**config.mk**
```make
export PLATFORM = sky130hd
export DESIGN_NAME = edge_row_packer_flat
export DESIGN_NICKNAME = d
export VERILOG_FILES = /design/src/rtl/edge_row_packer_pkg.sv /design/src/rtl/edge_row_packer_if.sv /design/src/rtl/sync_fifo_fwft.sv /design/src/rtl/edge_row_packer.sv /design/src/flat_wrapper.sv
export SDC_FILE = /design/constraint.sdc
export NUM_CORES = 1
export LEC_CHECK = 0
export ABC_AREA = 1
export BUFFER_PORTS_ARGS = -buffer_cell sky130_fd_sc_hd__buf_2
export CORE_UTILIZATION = 34
export DETAILED_ROUTE_END_ITERATION = 10
export HOLD_SLACK_MARGIN = 0.12
export PLACE_DENSITY = 0.58
export RECOVER_POWER = 100
export REMOVE_ABC_BUFFERS = 1
export SETUP_SLACK_MARGIN = 0.5
export SYNTH_ARGS = -nofsm -noshare
export SYNTH_HDL_FRONTEND = slang
export SYNTH_SLANG_ARGS = --single-unit
```
**constraint.sdc**
```tcl
create_clock -name clk -period 6.8 [get_ports clk]
set_input_delay 0.34 -clock clk [delete_from_list [all_inputs] [get_ports clk]]
set_output_delay 0.34 -clock clk [all_outputs]
set_load 0.03 [all_outputs]
```
**src/rtl/edge_row_packer_pkg.sv**
```systemverilog
// Shared constants and row-entry layout for the edge row packer.
// The packed struct below matches the default configuration (18-bit rows, 11-bit tile counter).
package edge_pkg;

  localparam int TILE_EDGE      = 18;
  localparam int TILE_BITS      = TILE_EDGE * TILE_EDGE;
  localparam int ROW_IDX_W      = 5;
  localparam int TILE_CNT_W_DEF = 11;

  typedef struct packed {
    logic [TILE_CNT_W_DEF-1:0] tile;
    logic [ROW_IDX_W-1:0]      row;
    logic                      last;
    logic [TILE_EDGE-1:0]      data;
  } row_entry_t;

endpackage

```
**src/rtl/edge_row_packer_if.sv**
```systemverilog
// Row output channel: FIFO head fields plus valid/ready handshake.
interface edge_row_packer_if #(
  parameter int ROW_W      = 18,
  parameter int TILE_CNT_W = 11
);
  import edge_pkg::*;

  logic [ROW_W-1:0]      row_data;
  logic [ROW_IDX_W-1:0]  row_idx;
  logic                  row_last;
  logic [TILE_CNT_W-1:0] tile_idx;
  logic                  row_valid;
  logic                  row_ready;

  modport master (
    output row_data, row_idx, row_last, tile_idx, row_valid,
    input  row_ready
  );

  modport slave (
    input  row_data, row_idx, row_last, tile_idx, row_valid,
    output row_ready
  );

endinterface

```
**src/rtl/sync_fifo_fwft.sv**
```systemverilog
// Synchronous first-word-fall-through FIFO; a push while full is accepted only
// when a pop frees a slot in the same cycle.
module sync_fifo_fwft #(
  parameter int WIDTH = 8,
  parameter int DEPTH = 4
) (
  input  logic             clk,
  input  logic             reset,
  input  logic             push,
  input  logic [WIDTH-1:0] push_data,
  input  logic             pop,
  output logic [WIDTH-1:0] pop_data,
  output logic             full,
  output logic             empty
);

  localparam int AW = $clog2(DEPTH);
  localparam logic [AW:0] FULL_CNT = (AW+1)'(DEPTH);

  logic [WIDTH-1:0] mem_q [DEPTH];
  logic [WIDTH-1:0] mem_d [DEPTH];
  logic [AW-1:0]    wr_ptr_q, wr_ptr_d;
  logic [AW-1:0]    rd_ptr_q, rd_ptr_d;
  logic [AW:0]      count_q, count_d;
  logic             do_push, do_pop;

  assign full     = (count_q == FULL_CNT);
  assign empty    = (count_q == '0);
  assign do_pop   = pop && !empty;
  assign do_push  = push && (!full || do_pop);
  assign pop_data = mem_q[rd_ptr_q];

  always_comb begin
    mem_d    = mem_q;
    wr_ptr_d = wr_ptr_q;
    rd_ptr_d = rd_ptr_q;
    count_d  = count_q;
    if (do_push) begin
      mem_d[wr_ptr_q] = push_data;
      wr_ptr_d        = wr_ptr_q + AW'(1);
    end
    if (do_pop) begin
      rd_ptr_d = rd_ptr_q + AW'(1);
    end
    if (do_push && !do_pop) begin
      count_d = count_q + (AW+1)'(1);
    end else if (do_pop && !do_push) begin
      count_d = count_q - (AW+1)'(1);
    end
  end

  // Storage is cleared on reset so the head reads as zero afterwards.
  always_ff @(posedge clk) begin
    if (reset) begin
      mem_q    <= '{default: '0};
      wr_ptr_q <= '0;
      rd_ptr_q <= '0;
      count_q  <= '0;
    end else begin
      mem_q    <= mem_d;
      wr_ptr_q <= wr_ptr_d;
      rd_ptr_q <= rd_ptr_d;
      count_q  <= count_d;
    end
  end

endmodule

```
**src/rtl/edge_row_packer.sv**
```systemverilog
// Packs the serial edge bit stream into rows tagged with row/tile indices and
// buffers them in a FIFO; rows lost to a full FIFO set a sticky overflow flag.
module edge_row_packer
  import edge_pkg::*;
#(
  parameter int ROW_W      = TILE_EDGE,
  parameter int FIFO_DEPTH = 4,
  parameter int TILE_CNT_W = TILE_CNT_W_DEF
) (
  input  logic                clk,
  input  logic                reset,
  input  logic                edge_in,
  input  logic                edge_valid,
  edge_row_packer_if.master   row_if,
  output logic                tile_done,
  output logic                overflow
);

  typedef struct packed {
    logic [TILE_CNT_W-1:0] tile;
    logic [ROW_IDX_W-1:0]  row;
    logic                  last;
    logic [ROW_W-1:0]      data;
  } entry_t;

  localparam int ENTRY_W = $bits(entry_t);
  localparam logic [ROW_IDX_W-1:0] LAST_IDX = ROW_IDX_W'(ROW_W - 1);

  logic [ROW_IDX_W-1:0]  col_cnt_q, col_cnt_d;
  logic [ROW_IDX_W-1:0]  row_cnt_q, row_cnt_d;
  logic [TILE_CNT_W-1:0] tile_cnt_q, tile_cnt_d;
  logic [ROW_W-1:0]      shreg_q, shreg_d;
  logic                  tile_done_q, tile_done_d;
  logic                  overflow_q, overflow_d;

  logic                  row_push;
  entry_t                push_entry;
  entry_t                head;
  logic [ENTRY_W-1:0]    head_bits;
  logic                  fifo_full, fifo_empty;

  // The pushed row uses shreg_d so it already contains the bit arriving this cycle.
  always_comb begin
    col_cnt_d   = col_cnt_q;
    row_cnt_d   = row_cnt_q;
    tile_cnt_d  = tile_cnt_q;
    shreg_d     = shreg_q;
    tile_done_d = 1'b0;
    overflow_d  = overflow_q;
    row_push    = 1'b0;
    if (edge_valid) begin
      shreg_d[col_cnt_q] = edge_in;
      if (col_cnt_q == LAST_IDX) begin
        row_push  = 1'b1;
        col_cnt_d = '0;
        if (row_cnt_q == LAST_IDX) begin
          row_cnt_d   = '0;
          tile_cnt_d  = tile_cnt_q + TILE_CNT_W'(1);
          tile_done_d = 1'b1;
        end else begin
          row_cnt_d = row_cnt_q + ROW_IDX_W'(1);
        end
      end else begin
        col_cnt_d = col_cnt_q + ROW_IDX_W'(1);
      end
    end
    // A full FIFO always has a head, so row_ready alone decides whether a slot frees up.
    if (row_push && fifo_full && !row_if.row_ready) begin
      overflow_d = 1'b1;
    end
  end

  always_comb begin
    push_entry.tile = tile_cnt_q;
    push_entry.row  = row_cnt_q;
    push_entry.last = (row_cnt_q == LAST_IDX);
    push_entry.data = shreg_d;
  end

  always_ff @(posedge clk) begin
    if (reset) begin
      col_cnt_q   <= '0;
      row_cnt_q   <= '0;
      tile_cnt_q  <= '0;
      shreg_q     <= '0;
      tile_done_q <= 1'b0;
      overflow_q  <= 1'b0;
    end else begin
      col_cnt_q   <= col_cnt_d;
      row_cnt_q   <= row_cnt_d;
      tile_cnt_q  <= tile_cnt_d;
      shreg_q     <= shreg_d;
      tile_done_q <= tile_done_d;
      overflow_q  <= overflow_d;
    end
  end

  sync_fifo_fwft #(
    .WIDTH (ENTRY_W),
    .DEPTH (FIFO_DEPTH)
  ) u_fifo (
    .clk       (clk),
    .reset     (reset),
    .push      (row_push),
    .push_data (push_entry),
    .pop       (row_if.row_ready),
    .pop_data  (head_bits),
    .full      (fifo_full),
    .empty     (fifo_empty)
  );

  assign head             = head_bits;
  assign row_if.row_data  = head.data;
  assign row_if.row_idx   = head.row;
  assign row_if.row_last  = head.last;
  assign row_if.tile_idx  = head.tile;
  assign row_if.row_valid = !fifo_empty;
  assign tile_done        = tile_done_q;
  assign overflow         = overflow_q;

endmodule

```
**src/flat_wrapper.sv**
```systemverilog
// flat-port wrapper written by rule: the top's interface ports become plain ports
module edge_row_packer_flat import edge_pkg::*;
#(
  parameter int ROW_W      = TILE_EDGE,
  parameter int FIFO_DEPTH = 4,
  parameter int TILE_CNT_W = TILE_CNT_W_DEF
)
  (clk, reset, edge_in, edge_valid, tile_done, overflow, row_if_row_data, row_if_row_idx, row_if_row_last, row_if_tile_idx, row_if_row_valid, row_if_row_ready);
  edge_row_packer_if #(.ROW_W(ROW_W), .TILE_CNT_W(TILE_CNT_W)) row_if_i ();
  input  logic clk;
  input  logic reset;
  input  logic edge_in;
  input  logic edge_valid;
  output logic tile_done;
  output logic overflow;
  output wire logic [$bits(row_if_i.row_data)-1:0] row_if_row_data;
  output wire logic [$bits(row_if_i.row_idx)-1:0] row_if_row_idx;
  output wire logic [$bits(row_if_i.row_last)-1:0] row_if_row_last;
  output wire logic [$bits(row_if_i.tile_idx)-1:0] row_if_tile_idx;
  output wire logic [$bits(row_if_i.row_valid)-1:0] row_if_row_valid;
  input wire logic [$bits(row_if_i.row_ready)-1:0] row_if_row_ready;
  assign row_if_row_data = row_if_i.row_data;
  assign row_if_row_idx = row_if_i.row_idx;
  assign row_if_row_last = row_if_i.row_last;
  assign row_if_tile_idx = row_if_i.tile_idx;
  assign row_if_row_valid = row_if_i.row_valid;
  assign row_if_i.row_ready = row_if_row_ready;
  edge_row_packer #(.ROW_W(ROW_W), .FIFO_DEPTH(FIFO_DEPTH), .TILE_CNT_W(TILE_CNT_W)) u_core (.clk(clk), .reset(reset), .edge_in(edge_in), .edge_valid(edge_valid), .row_if(row_if_i), .tile_done(tile_done), .overflow(overflow));
endmodule
```
Word-level counts from Yosys, hierarchy flattened
Index checks and enable logic that the tools add are counted.
{"block": "classes", "bitwise_logic": 4, "muxes": 17, "n_addsub": 7, "reduce_logical": 19, "order_cmp": 5, "n_eq_ne": 3}
{"operator": "$bwmux 140", "count": 1}
{"operator": "$mux 35", "count": 3}
{"operator": "$bmux 35 s2", "count": 1}
{"operator": "$demux 35 s2", "count": 1}
{"operator": "$bwmux 18", "count": 1}
{"operator": "$mux 18", "count": 1}
{"operator": "$add 11x1->11 const B", "count": 1}
{"operator": "$add 5x1->5 const B", "count": 2}
{"operator": "$eq 5x5->1 const B", "count": 2}
{"operator": "$mux 5", "count": 2}
{"operator": "$logic_and 1x1->1", "count": 8}
{"operator": "$ge 3x3->1 const B", "count": 2}
{"operator": "$lt 5x6->1 const B", "count": 1}
{"operator": "$mux 3", "count": 2}
{"operator": "$not 2->3", "count": 2}
{"operator": "$demux 1 s5", "count": 1}
{"operator": "$ge 5x1->1 const B", "count": 1}
{"operator": "$logic_not 1->1", "count": 5}
{"operator": "$add 2x1->2 const B", "count": 2}
{"operator": "$mux 1", "count": 4}
{"operator": "$add 3x1->3 const B", "count": 1}
{"operator": "$eq 3x3->1 const B", "count": 1}
{"operator": "$logic_not 3->1", "count": 1}
{"operator": "$lt 3x1->1 const B", "count": 1}
{"operator": "other kinds (7)", "count": 8}
{"block": "word_totals", "word_cells": 68, "regBits": 188, "output_inout_bits": 38, "in_bits": 5}

Longest topological paths before layout
Gate-level depths: netlist (run 1).
{"block": "logic_depth", "depth_word": 9, "ltp_mapped": 14, "depth_no_buf": 14}

Modules after synthesis
From an unflattened synthesis (run 1), not the netlist that was laid out.
{"block": "unflattened", "hier_cells": 1670, "area_unflattened_um2": 10303.6}
{"mod": "sync_fifo_fwft", "cells_each": 1346, "instances": 1, "area_per_inst_um2": 8197.9}
{"mod": "edge_row_packer", "cells_each": 324, "instances": 1, "area_per_inst_um2": 2105.8}

Worst setup path after synthesis (run 1)
No wires, ideal clock.
{"block": "synth_path", "path_type": "reg-to-reg", "start": "reg u_core.col_cnt_q[1]", "end": "reg u_core.u_fifo.count_q[2]", "path_buffers": 0, "synth_period_minus_slack_ns": 2.162, "t_arrival_ns": 2.092, "slack_ns": 4.638, "path_stages_with_launch": 15, "required_time_ns": 6.730, "path_cell_list": "dfxtp_1 -> inv_1 -> ha_1 -> nand2_2 -> inv_2 -> nand3_2 -> nor2_4 -> ha_1 -> inv_1 -> fa_1 -> nor2_1 -> nor2_1 -> nand2_1 -> o21ai_0 -> a21oi_1"}
{"block": "synth_between", "elab_chain_len": 7, "elab_cells_between_ends": 9, "classes_between": "1 x eq/ne; 3 x mux; 5 x reduce/logical"}
{"item": "start: declaration", "line_no": "edge_row_packer.sv:29", "rtl": "logic [ROW_IDX_W-1:0] col_cnt_q, col_cnt_d;"}
{"item": "start signal: assignment", "line_no": "edge_row_packer.sv:89", "rtl": "col_cnt_q <= col_cnt_d;"}
{"item": "$eq 5x5->1 (*)", "line_no": "edge_row_packer.sv:53", "rtl": "if (col_cnt_q == LAST_IDX) begin"}
{"item": "$mux 1 (*)", "line_no": "edge_row_packer.sv:53"}
{"item": "$mux 1 (*)", "line_no": "edge_row_packer.sv:51", "rtl": "if (edge_valid) begin"}
{"item": "$logic_and 1x1->1 (*)", "line_no": "sync_fifo_fwft.sv:30", "rtl": "assign do_push = push && (!full || do_pop);"}
{"item": "via u_core.u_fifo.do_push", "line_no": "sync_fifo_fwft.sv:25", "rtl": "logic do_push, do_pop;"}
{"item": "$logic_not 1->1", "line_no": "sync_fifo_fwft.sv:47", "rtl": "end else if (do_pop && !do_push) begin"}
{"item": "$logic_and 1x1->1", "line_no": "sync_fifo_fwft.sv:47"}
{"item": "$reduce_bool 2->1 (no line)"}
{"item": "end signal: assignment", "line_no": "sync_fifo_fwft.sv:63", "rtl": "count_q <= count_d;"}
{"item": "end: declaration", "line_no": "sync_fifo_fwft.sv:24", "rtl": "logic [AW:0] count_q, count_d;"}
The timed path passes the listed nets; every way through them passes the cells marked *.
A chain may end at the register's enable or synchronous reset.

==> results.sh, run 1 <==
export IMPL_die_w_um=161.9
export IMPL_peakVddDrop_uv=192.2
export IMPL_ys_types=31
export IMPL_clk_pin_slew_ps=70
export IMPL_seq_power_share_pct=40.8
export IMPL_vias=7731
export IMPL_grt_max_degree=80
export IMPL_antenna_left=0
export IMPL_finClkSkew_ps=9.384
export IMPL_power_frac_clock_pct=40.0
export IMPL_synth_area_per_cell_um2=6.533
export IMPL_final_cells=1664
export IMPL_internal_power_uw=1906
export IMPL_die_h_um=161.9
export IMPL_p_leak_uw=0.004102
export IMPL_reg2reg_slack_ps=2560
export IMPL_synth_edf_count=0
export IMPL_crit_arrival_ps=4880
export IMPL_cts_tree="done"
export IMPL_grt_overflow=0
export IMPL_grt_pass1_vias=7067
export IMPL_synth_area_leaders="dfxtp_1 (43%), nand2_1 (17%), nor2_1 (8.6%)"
export IMPL_ys_flop_type="dfxtp_1"
export IMPL_clock_path_buffers=2
export IMPL_p_per_area_mw_per_mm2=287.8
export IMPL_p_comb_share_pct=19.1
export IMPL_place_gp_congestion=0.7301
export IMPL_dp_cells=1632
export IMPL_ys_async_sr_fraction_pct=0
export IMPL_drc=0
export IMPL_nets=1339
export IMPL_synthCells=1331
export IMPL_rsz0062_at_grt="false"
export IMPL_yosysTopAreaCellShare_pct=43.28
export IMPL_routed_wl_mm=22.37
export IMPL_startpoint_type="input pin"
export IMPL_yosysSeqAreaShare_pct=43.28
export IMPL_cts_resized=0
export IMPL_wl_per_cell_um=13.44
export IMPL_holdBufCountCts=0
export IMPL_crit_start="reset"
export IMPL_via_per_inst=4.646
export IMPL_cts_buffers=17
export IMPL_dieArea_mm2=0.02622
export IMPL_switching_share_pct=30.99
export IMPL_relSlewSlack_pct=-146.4
export IMPL_core_mm2=0.02511
export IMPL_start_util_pct=34.63
export IMPL_yosysTopAreaCell="dfxtp_1"
export IMPL_hold_depth=3
export IMPL_critPathRequiredTime_ps=7140
export IMPL_dr_first_iter_drc_count=500
export IMPL_cts_root_buffer="clkbuf_16"
export IMPL_antenna_found_initial=0
export IMPL_rr_worst_depth=9
export IMPL_ys_seq_elements=188
export IMPL_crit_type="in2reg"
export IMPL_netlist_area_mm2=0.008696
export IMPL_row_count=58
export IMPL_violations="capacitance limit, slew limit"
export IMPL_r2r_end="u_core.u_fifo.mem_q[36]"
export IMPL_hold_path_class="in2reg"
export IMPL_min_to="u_core.col_cnt_q[0]"
export IMPL_status="complete, but fails checks"
export IMPL_grt_pass1_wl_mm=36.64
export IMPL_timing_rr_start="u_core.col_cnt_q[1]"
export IMPL_worstHoldStart="edge_valid"
export IMPL_n_fill_cell=2769
export IMPL_portBuffers=42
export IMPL_worst_slew_pin_slew_ps=3696
export IMPL_drt_pass1_iterations=5
export IMPL_period_share_pct=66.80
export IMPL_finalCriticalPeriod_ps=4543
export IMPL_synth_warning_count=0
export IMPL_maxSlewViolCount=346
export IMPL_drive_above_1_share_pct=3.823
export IMPL_io_pin_count=43
export IMPL_clock_latency_ps=440
export IMPL_setup_violations=0
export IMPL_hold_violations=0
export IMPL_htreeDepth=4
export IMPL_area_delta_synth_final_pct=10.36
export IMPL_dpl_hpwl_mm=13.29
export IMPL_diodes=0
export IMPL_track_usage_pct=17.59
export IMPL_clock_sinks=188
export IMPL_cp_max_fo=79
export IMPL_p_sw_uw=856.0
export IMPL_cts_setup_buffers=0
export IMPL_end_kind="flop"
export IMPL_setup_tns_final_ps=0
export IMPL_drv_cap=7
export IMPL_fmax_ghz=0.2201
## worst max-delay path, cell delays in order
cell and delay, ps:
clkbuf_1 550, inv_2 470, clkbuf_1 2650, nand2_1 490, o21ai_0 360
## power groups by stage
stage / clock, uW / sequential, uW / combinational [uW]
floorplan: 0 / 1170 / 352
global placement: 0 / 1150 / 543
detailed placement: 0 / 1150 / 548
CTS: 1130 / 1130 / 552
global route: 1180 / 1130 / 583
finish: 1110 / 1130 / 529
## state kept, by name, summed over array words and instances, names as in the netlist
| name | flops |
|---|---|
| u_core.shreg_q | 18 |
| u_core.u_fifo.mem_q | 140 |
| u_core.u_fifo.count_q | 3 |
| u_core.col_cnt_q | 5 |
| u_core.u_fifo.rd_ptr_q | 2 |
| u_core.row_cnt_q | 5 |
| u_core.tile_done | 1 |
| u_core.u_fifo.wr_ptr_q | 2 |
| u_core.tile_cnt_q | 11 |
| u_core.overflow | 1 |
## layer usage
layer | GRT usage (%) | part of all wire, %
met1 | 22.92 | 48
met2 | 29.50 | 47
met3 | 3.396 | 3.5
met4 | 4.803 | 1.5
met5 | 0 | 0
## layout make-up
type | count | area, um^2 | area share [%]
clock inverters | 11 | 190.2 | 1.982
clock buffers | 21 | 460.4 | 4.798
inverters | 163 | 611.8 | 6.375
flip-flops and latches | 188 | 3765 | 39.23
well taps | 330 | 412.9 | 4.302
repair buffers | 50 | 217.7 | 2.269
multi-input cells | 901 | 3939 | 41.04
## through the flow
step / total power [uW] / util, % / hold WS (ps) / instance area [um^2] / setup WS, ps
CTS: 2805 / 38.64 / 220.8 / 9702 / 3684
finish: 2762 / 38.22 / 225.3 / 9597 / 2258
global placement: 1695 / 36.05 / 448.5 / 9051 / 4202
global route: 2890 / 38.22 / 226.4 / 9597 / 1801
floorplan: 1523 / - / 409.1 / 8359 / 2824
detailed placement: 1701 / 36.05 / 453.3 / 9051 / 4150
## worst max path at each step
| stage | endpoint | slack [ps] |
|---|---|---|
| final | u_core.tile_cnt_q[0] | 2260 |
| after global routing | u_core.row_cnt_q[1] | 1800 |
| after CTS | row_if_row_data[13] | 3680 |
| after detailed placement | row_if_row_data[13] | 4150 |
| after global placement | row_if_row_data[13] | 4200 |
| after floorplan | row_if_row_data[0] | 2820 |
## cell families (layout without fill, tap and decap cells)
family                   count (synthesis)  in the layout  share of synthesized area, %
adder cells (fa/ha/maj)                 13             13                         1.957
buffers and inverters                  242            245                         10.91
AO/OA/AOI/OAI                          239            239                         14.32
flip-flops                             188            188                         43.28
AND/OR/NAND/NOR                        642            642                         28.83
XOR/XNOR                                 7              7                        0.7050
## placed cells by master, fill, tap and decap left out, drive strengths merged
cell / netlist / layout
o22ai: 17 / 17
or2: 1 / 1
a21oi: 139 / 139
a21o: 2 / 2
xor2: 5 / 5
dfxtp: 188 / 188
fa: 1 / 1
o21ai: 73 / 73
a211oi: 2 / 2
buf: 31 / 12
o21bai: 5 / 5
nand4: 2 / 2
inv: 161 / 162
clkinvlp: 0 / 4
nand2: 407 / 407
nor3: 5 / 5
bufinv: 0 / 5
nor2: 204 / 204
xnor2: 2 / 2
nand3: 23 / 23
clkbuf: 48 / 59
o211a: 1 / 1
ha: 12 / 12
clkinv: 2 / 3
## synth_stat cells (2+ instances only)
library cell	n
nand4_1	2
o21ai_0	73
a21oi_1	139
xnor2_1	2
nand2_1	402
a211oi_1	2
nor2_4	3
nor2_2	2
buf_2	22
dfxtp_1	188
o22ai_1	17
nand2_2	4
buf_1	6
buf_4	3
nand3_1	21
ha_1	12
nor2_1	199
inv_1	156
inv_2	5
clkbuf_1	47
nand3_2	2
clkinv_1	2
o21bai_1	5
nor3_1	5
xor2_1	5
a21o_1	2
(Power assumes the default switching activity.)
==> inputs of run 2 (changes only) <==
==> constraint.sdc (replaced) <==
create_clock -name clk -period 4.4 [get_ports clk]
set_input_delay 0.22 -clock clk [delete_from_list [all_inputs] [get_ports clk]]
set_output_delay 0.22 -clock clk [all_outputs]
set_load 0.03 [all_outputs]
==> results.sh, run 2 (synthesis gave the netlist of run 1 again) <==
export IMPL_place_gp_congestion=0.7836
export IMPL_antenna_left=0
export IMPL_cts_tree="done"
export IMPL_drc=0
export IMPL_start_util_pct=34.63
export IMPL_power_uw=4144
export IMPL_end_kind="output port"
export IMPL_drive_above_1_share_pct=3.970
export IMPL_wl_met1_mm=11.15
export IMPL_row_count=58
export IMPL_wl_per_cell_um=13.50
export IMPL_slowest_stage="clkbuf_1"
export IMPL_r2r_end="u_core.u_fifo.mem_q[105]"
export IMPL_crit_arrival_ps=3140
export IMPL_vias=7778
export IMPL_startpoint_type="flop"
export IMPL_crit_chain="inv_2, clkbuf_1, a21oi_1, a21oi_1, clkbuf_1"
export IMPL_p_per_area_mw_per_mm2=432.7
export IMPL_cts_buffers=17
export IMPL_dr_wl_met2_mm=10.33
export IMPL_period_share_pct=76.38
export IMPL_area_delta_synth_final_pct=10.14
export IMPL_reg2reg_slack_ps=1330
export IMPL_timing_rr_start="u_core.col_cnt_q[1]"
export IMPL_largest_register_ffs=140
export IMPL_clock_path_buffers=2
export IMPL_peakVddDrop_uv=259.7
export IMPL_rr_worst_depth=10
export IMPL_antenna_found_initial=0
export IMPL_min_to="u_core.shreg_q[12]"
export IMPL_setup_slack_ps=1039
export IMPL_dr_first_iter_drc_count=553
export IMPL_finalCriticalPeriod_ps=3361
export IMPL_status="finished, final reports clean"
export IMPL_p_comb_share_pct=20.4
export IMPL_switching_share_pct=32.50
export IMPL_die_h_um=161.9
export IMPL_via_per_inst=4.671
export IMPL_hold_path_class="in2reg"
export IMPL_cp_top_family="buffers and inverters"
export IMPL_setup_tns_final_ps=0
export IMPL_portBuffers=42
export IMPL_grt_pass1_wl_mm=36.87
export IMPL_critPathRequiredTime_ps=4180
export IMPL_die_w_um=161.9
export IMPL_dpl_hpwl_mm=12.76
export IMPL_final_cell_mix="nand2_1 (403), nor2_1 (200), dfxtp_1 (187)"
export IMPL_cts_root_buffer="clkbuf_16"
export IMPL_finClkSkew_ps=9.579
export IMPL_worst_slew_pin_slew_ps=1153
export IMPL_rsz0062_at_grt="false"
export IMPL_wl_met3_um=750
export IMPL_grt_pass1_vias=7196
export IMPL_hold_violations=0
export IMPL_power_frac_clock_pct=37.6
export IMPL_slowest_delay_ps=900
export IMPL_route_top_layer_used="met4"
export IMPL_crit_type="reg2out"
export IMPL_diodes=0
export IMPL_maxSlewViolCount=0
export IMPL_track_usage_pct=17.67
export IMPL_cp_max_fo=64
export IMPL_internal_power_uw=2797
export IMPL_cts_resized=0
export IMPL_clock_latency_ps=430
export IMPL_p_leak_uw=0.004082
export IMPL_dieArea_mm2=0.02622
export IMPL_worstHoldStart="edge_in"
export IMPL_finalInstanceArea_mm2=0.009578
export IMPL_drv_cap=0
export IMPL_htreeDepth=4
export IMPL_core_mm2=0.02511
export IMPL_clk_pin_slew_ps=70
export IMPL_fmax_ghz=0.2976
export IMPL_seq_power_share_pct=42.0
export IMPL_cp_num_buf_inv=3
export IMPL_hold_depth=3
export IMPL_grt_overflow=0
export IMPL_relSlewSlack_pct=22.83
export IMPL_p_sw_uw=1347
export IMPL_routed_wl_mm=22.48
export IMPL_mostFrequentLayoutCell="nand2_1"
export IMPL_nets=1342
export IMPL_placed_area_mm2=0.009059
export IMPL_setup_violations=0
export IMPL_reg_largest_list="u_core.u_fifo.mem_q x140, u_core.shreg_q x18, u_core.tile_cnt_q x11"
export IMPL_grt_max_degree=95
export IMPL_place_worst_setup_slack_ps=1844
export IMPL_io_pin_count=43
export IMPL_drt_pass1_iterations=5
export IMPL_clock_sinks=188
export IMPL_top_register="u_core.u_fifo.mem_q"
run 2: stage by stage:
step,instances,utilization [%],hold WS [ps]
after CTS,1665,38.47,213.5
after global placement,1633,36.08,448.5
final,1665,38.15,218.9
after global routing,1665,38.15,243.6
after detailed placement,1633,36.08,452.2
after floorplan,1252,-,289.1
run 2: timing repair:
item,4_1_cts,5_1_grt
hold buffers,2,0
setup buffers,0,0
hold endpoints to repair,2,0
run 2: cell type report:
type                    instances  area (um^2)
inverters                     163        611.8
clock buffers                  20        436.7
repair buffers                 53        244.0
well taps                     330        412.9
fillers                      2756        15530
clock inverters                10        143.9
flip-flops and latches        188         3765
multi-input cells             901         3964
run 2: worst min-delay path: stages:
cell and delay (ps):
buf_2 150, o21ai_0 140, nor2_1 90
run 2: power by group through the flow:
stage / combinational (uW) / sequential [uW] / clock, uW
floorplan: 544 / 1810 / 0
global placement: 878 / 1780 / 0
detailed placement: 875 / 1780 / 0
CTS: 880 / 1740 / 1590
global route: 931 / 1740 / 1660
finish: 845 / 1740 / 1560
run 2: how the worst max path moves through the flow:
stage                              start                       end  slack (ps)  depth (start not counted)
3_5_place_dp         u_core.col_cnt_q[1]  u_core.u_fifo.mem_q[105]        1840                         10
3_3_place_gp         u_core.col_cnt_q[1]  u_core.u_fifo.mem_q[105]        1950                         10
2_1_floorplan  u_core.u_fifo.rd_ptr_q[0]        row_if_row_data[0]         540                          4
5_1_grt        u_core.u_fifo.rd_ptr_q[0]        row_if_row_data[2]         780                          6
4_1_cts        u_core.u_fifo.rd_ptr_q[0]        row_if_row_data[0]        1640                          5
6_report       u_core.u_fifo.rd_ptr_q[0]        row_if_row_data[0]        1040                          5
run 2: metal layers:
layer | track usage [%] | up-vias
met1 | 24.10 | 3565
met5 | 0 | -
met2 | 28.68 | 125
met4 | 5.060 | 0
li1 | - | 4069
met3 | 2.835 | 19
==> inputs of run 3 (changes only) <==
--- a/config.mk
+++ b/config.mk
@@ -5,7 +5,7 @@
 export SDC_FILE = /design/constraint.sdc
 export NUM_CORES = 1
 export LEC_CHECK = 0
-export ABC_AREA = 1
+export ABC_AREA = 0
 export BUFFER_PORTS_ARGS = -buffer_cell sky130_fd_sc_hd__buf_2
 export CORE_UTILIZATION = 34
 export DETAILED_ROUTE_END_ITERATION = 10
==> constraint.sdc (replaced) <==
create_clock -name clk -period 3.5 [get_ports clk]
set_input_delay 0.175 -clock clk [delete_from_list [all_inputs] [get_ports clk]]
set_output_delay 0.175 -clock clk [all_outputs]
set_load 0.03 [all_outputs]
==> results.sh, run 3 <==
export IMPL_timing_hold_ws_ps=201.2
export IMPL_synth_edf_count=0
export IMPL_setup_tns_final_ps=0
export IMPL_via_per_inst=5.060
export IMPL_dr_first_iter_drc_count=415
export IMPL_wl_per_cell_um=15.90
export IMPL_cts_setup_buffers=0
export IMPL_hold_violations=0
export IMPL_worst_slew_pin_slew_ps=1485
export IMPL_start_util_pct=34.81
export IMPL_diodes=0
export IMPL_nets=853
export IMPL_status="finished, final reports clean"
export IMPL_yosysTopAreaCellShare_pct=47.36
export IMPL_r2r_end="u_core.u_fifo.count_q[2]"
export IMPL_antenna_left=0
export IMPL_ys_seq_elements=187
export IMPL_slowest_delay_ps=1320
export IMPL_synth_warning_count=0
export IMPL_ys_types=40
export IMPL_grt_pass1_vias=5544
export IMPL_dpl_hpwl_mm=10.41
export IMPL_netlist_area_mm2=0.007905
export IMPL_portBuffers=42
export IMPL_vias=5728
export IMPL_drc=0
export IMPL_largest_register_ffs=140
export IMPL_yosysTopAreaCell="dfxtp_1"
export IMPL_cts_root_buffer="clkbuf_16"
export IMPL_cts_tree="done"
export IMPL_hold_depth=3
export IMPL_reg_largest_list="u_core.u_fifo.mem_q x140, u_core.shreg_q x17, u_core.tile_cnt_q x11"
export IMPL_yosys_top_cells_count="dfxtp_1 (187), nand2_1 (153), nor2_1 (117)"
export IMPL_rsz0062_at_grt="false"
export IMPL_yosysSeqAreaShare_pct=47.36
export IMPL_mostFrequentLayoutCell="dfxtp_1"
export IMPL_area_delta_synth_final_pct=9.829
export IMPL_cts_buffers=17
export IMPL_track_usage_pct=16.13
export IMPL_top_register="u_core.u_fifo.mem_q"
export IMPL_reg2reg_slack_ps=730
export IMPL_clock_latency_ps=420
export IMPL_worstHoldStart="edge_in"
export IMPL_drive_above_1_share_pct=10.27
export IMPL_ys_flop_type="dfxtp_1"
export IMPL_critPathRequiredTime_ps=3320
export IMPL_setup_violations=0
export IMPL_core_mm2=0.02271
export IMPL_maxSlewViolCount=0
export IMPL_synthCells=837
export IMPL_finalCriticalPeriod_ps=2963
export IMPL_synth_area_leaders="dfxtp_1 (47%), mux4_2 (10%), nand2_1 (7.3%)"
export IMPL_hold_path_class="in2reg"
export IMPL_drv_cap=0
export IMPL_synth_area_per_cell_um2=9.445
export IMPL_p_per_area_mw_per_mm2=486.2
export IMPL_routed_wl_mm=18.00
export IMPL_startpoint_type="flop"
export IMPL_min_to="u_core.u_fifo.mem_q[17]"
export IMPL_grt_pass1_wl_mm=30.33
export IMPL_die_w_um=154.5
export IMPL_cp_max_fo=21
export IMPL_clock_sinks=187
export IMPL_crit_arrival_ps=2790
export IMPL_setup_slack_ps=536.9
export IMPL_ys_async_sr_fraction_pct=0
export IMPL_finClkSkew_ps=8.630
export IMPL_peakVddDrop_uv=266.8
export IMPL_p_leak_uw=0.002713
export IMPL_grt_overflow=0
export IMPL_dieArea_mm2=0.02386
export IMPL_clk_pin_slew_ps=60
export IMPL_antenna_found_initial=0
export IMPL_rr_worst_depth=9
export IMPL_yosysMostFrequentCell="dfxtp_1"
export IMPL_period_share_pct=84.66
export IMPL_slowest_stage="dfxtp_1"
export IMPL_row_count=55
export IMPL_io_pin_count=43
export IMPL_end_kind="output port"
export IMPL_crit_type="reg2out"
export IMPL_place_worst_setup_slack_ps=900.5
export IMPL_timing_rr_start="u_core.col_cnt_q[0]"
export IMPL_crit_chain="buf_4, mux4_2, buf_2"
export IMPL_place_gp_congestion=0.7363
export IMPL_clock_path_buffers=2
export IMPL_drt_pass1_iterations=6
export IMPL_relSlewSlack_pct=0.8544
export IMPL_die_h_um=154.5
export IMPL_final_cell_mix="dfxtp_1 (187), nand2_1 (153), nor2_1 (118)"
export IMPL_grt_max_degree=106
export IMPL_fmax_ghz=0.3375
export IMPL_htreeDepth=4
## run 3: routing by layer
layer	routed length, um	track usage (%)	up-vias	part of all wire [%]
li1	-	-	2904	-
met1	8721	21.89	2723	48
met2	8447	26.01	91	47
met3	715	3.783	10	4.0
met4	116	3.536	0	0.64
met5	0	0	-	0
## run 3: through the flow
stage	total power [uW]	utilization (%)	cells	cell area, um^2
3_3_place_gp	2258	35.81	1099	8133
2_1_floorplan	2205	-	764	7472
6_report	4221	38.23	1132	8682
4_1_cts	4275	38.63	1132	8772
5_1_grt	4371	38.23	1132	8682
3_5_place_dp	2258	35.81	1099	8133
## run 3: worst max path at each step
stage	start	slack, ps	end
after floorplan	u_core.col_cnt_q[2]	1050	u_core.u_fifo.count_q[2]
after global placement	u_core.col_cnt_q[2]	960	u_core.u_fifo.count_q[2]
after detailed placement	u_core.col_cnt_q[0]	900	u_core.u_fifo.count_q[2]
after CTS	u_core.col_cnt_q[0]	870	u_core.u_fifo.count_q[2]
after global routing	u_core.u_fifo.rd_ptr_q[1]	340	row_if_row_data[2]
final	u_core.u_fifo.rd_ptr_q[1]	540	row_if_row_data[4]
## run 3: layout make-up
class,count,area (um^2)
Fill cell,2318,14030
Inverter,7,26.28
Sequential cell,187,3744
Tap cell,285,356.6
Timing Repair Buffer,52,277.8
Multi-Input combinational cell,570,3659
Clock buffer,22,484.2
Clock inverter,9,135.1
## run 3: power by group
| group | internal, uW | leakage, uW | total (uW) | switching (uW) |
|---|---|---|---|---|
| clock | 1200 | 0.000307 | 2010 | 808 |
| combinational | 17.1 | 0.000900 | 76.7 | 59.6 |
| sequential | 2130 | 0.00151 | 2130 | 3.47 |
| total | 3350 | 0.00271 | 4220 | 871 |
## run 3: cell families after synthesis
logic type / count (synthesis) / share of synthesized area, %
muxes: 56 / 12.63
and+or+nand+nor: 327 / 18.08
buffers and inverters: 80 / 5.809
DFF: 187 / 47.36
xor gates and xnor gates: 15 / 1.662
adders and majority gates: 13 / 2.153
AOI/OAI and AO/OA: 159 / 12.31
## run 3: timing repair
action | CTS | global route
resized for setup | 0 | 0
hold buffers | 2 | 0
endpoints found under the hold margin | 3 | 0
## run 3: critical path: cells and delay by family (launching register included)
| kind | cells | cell delay, ps |
|---|---|---|
| DFF | 1 | 1320 |
| buffers and inverters | 2 | 520 |
| muxes | 1 | 510 |
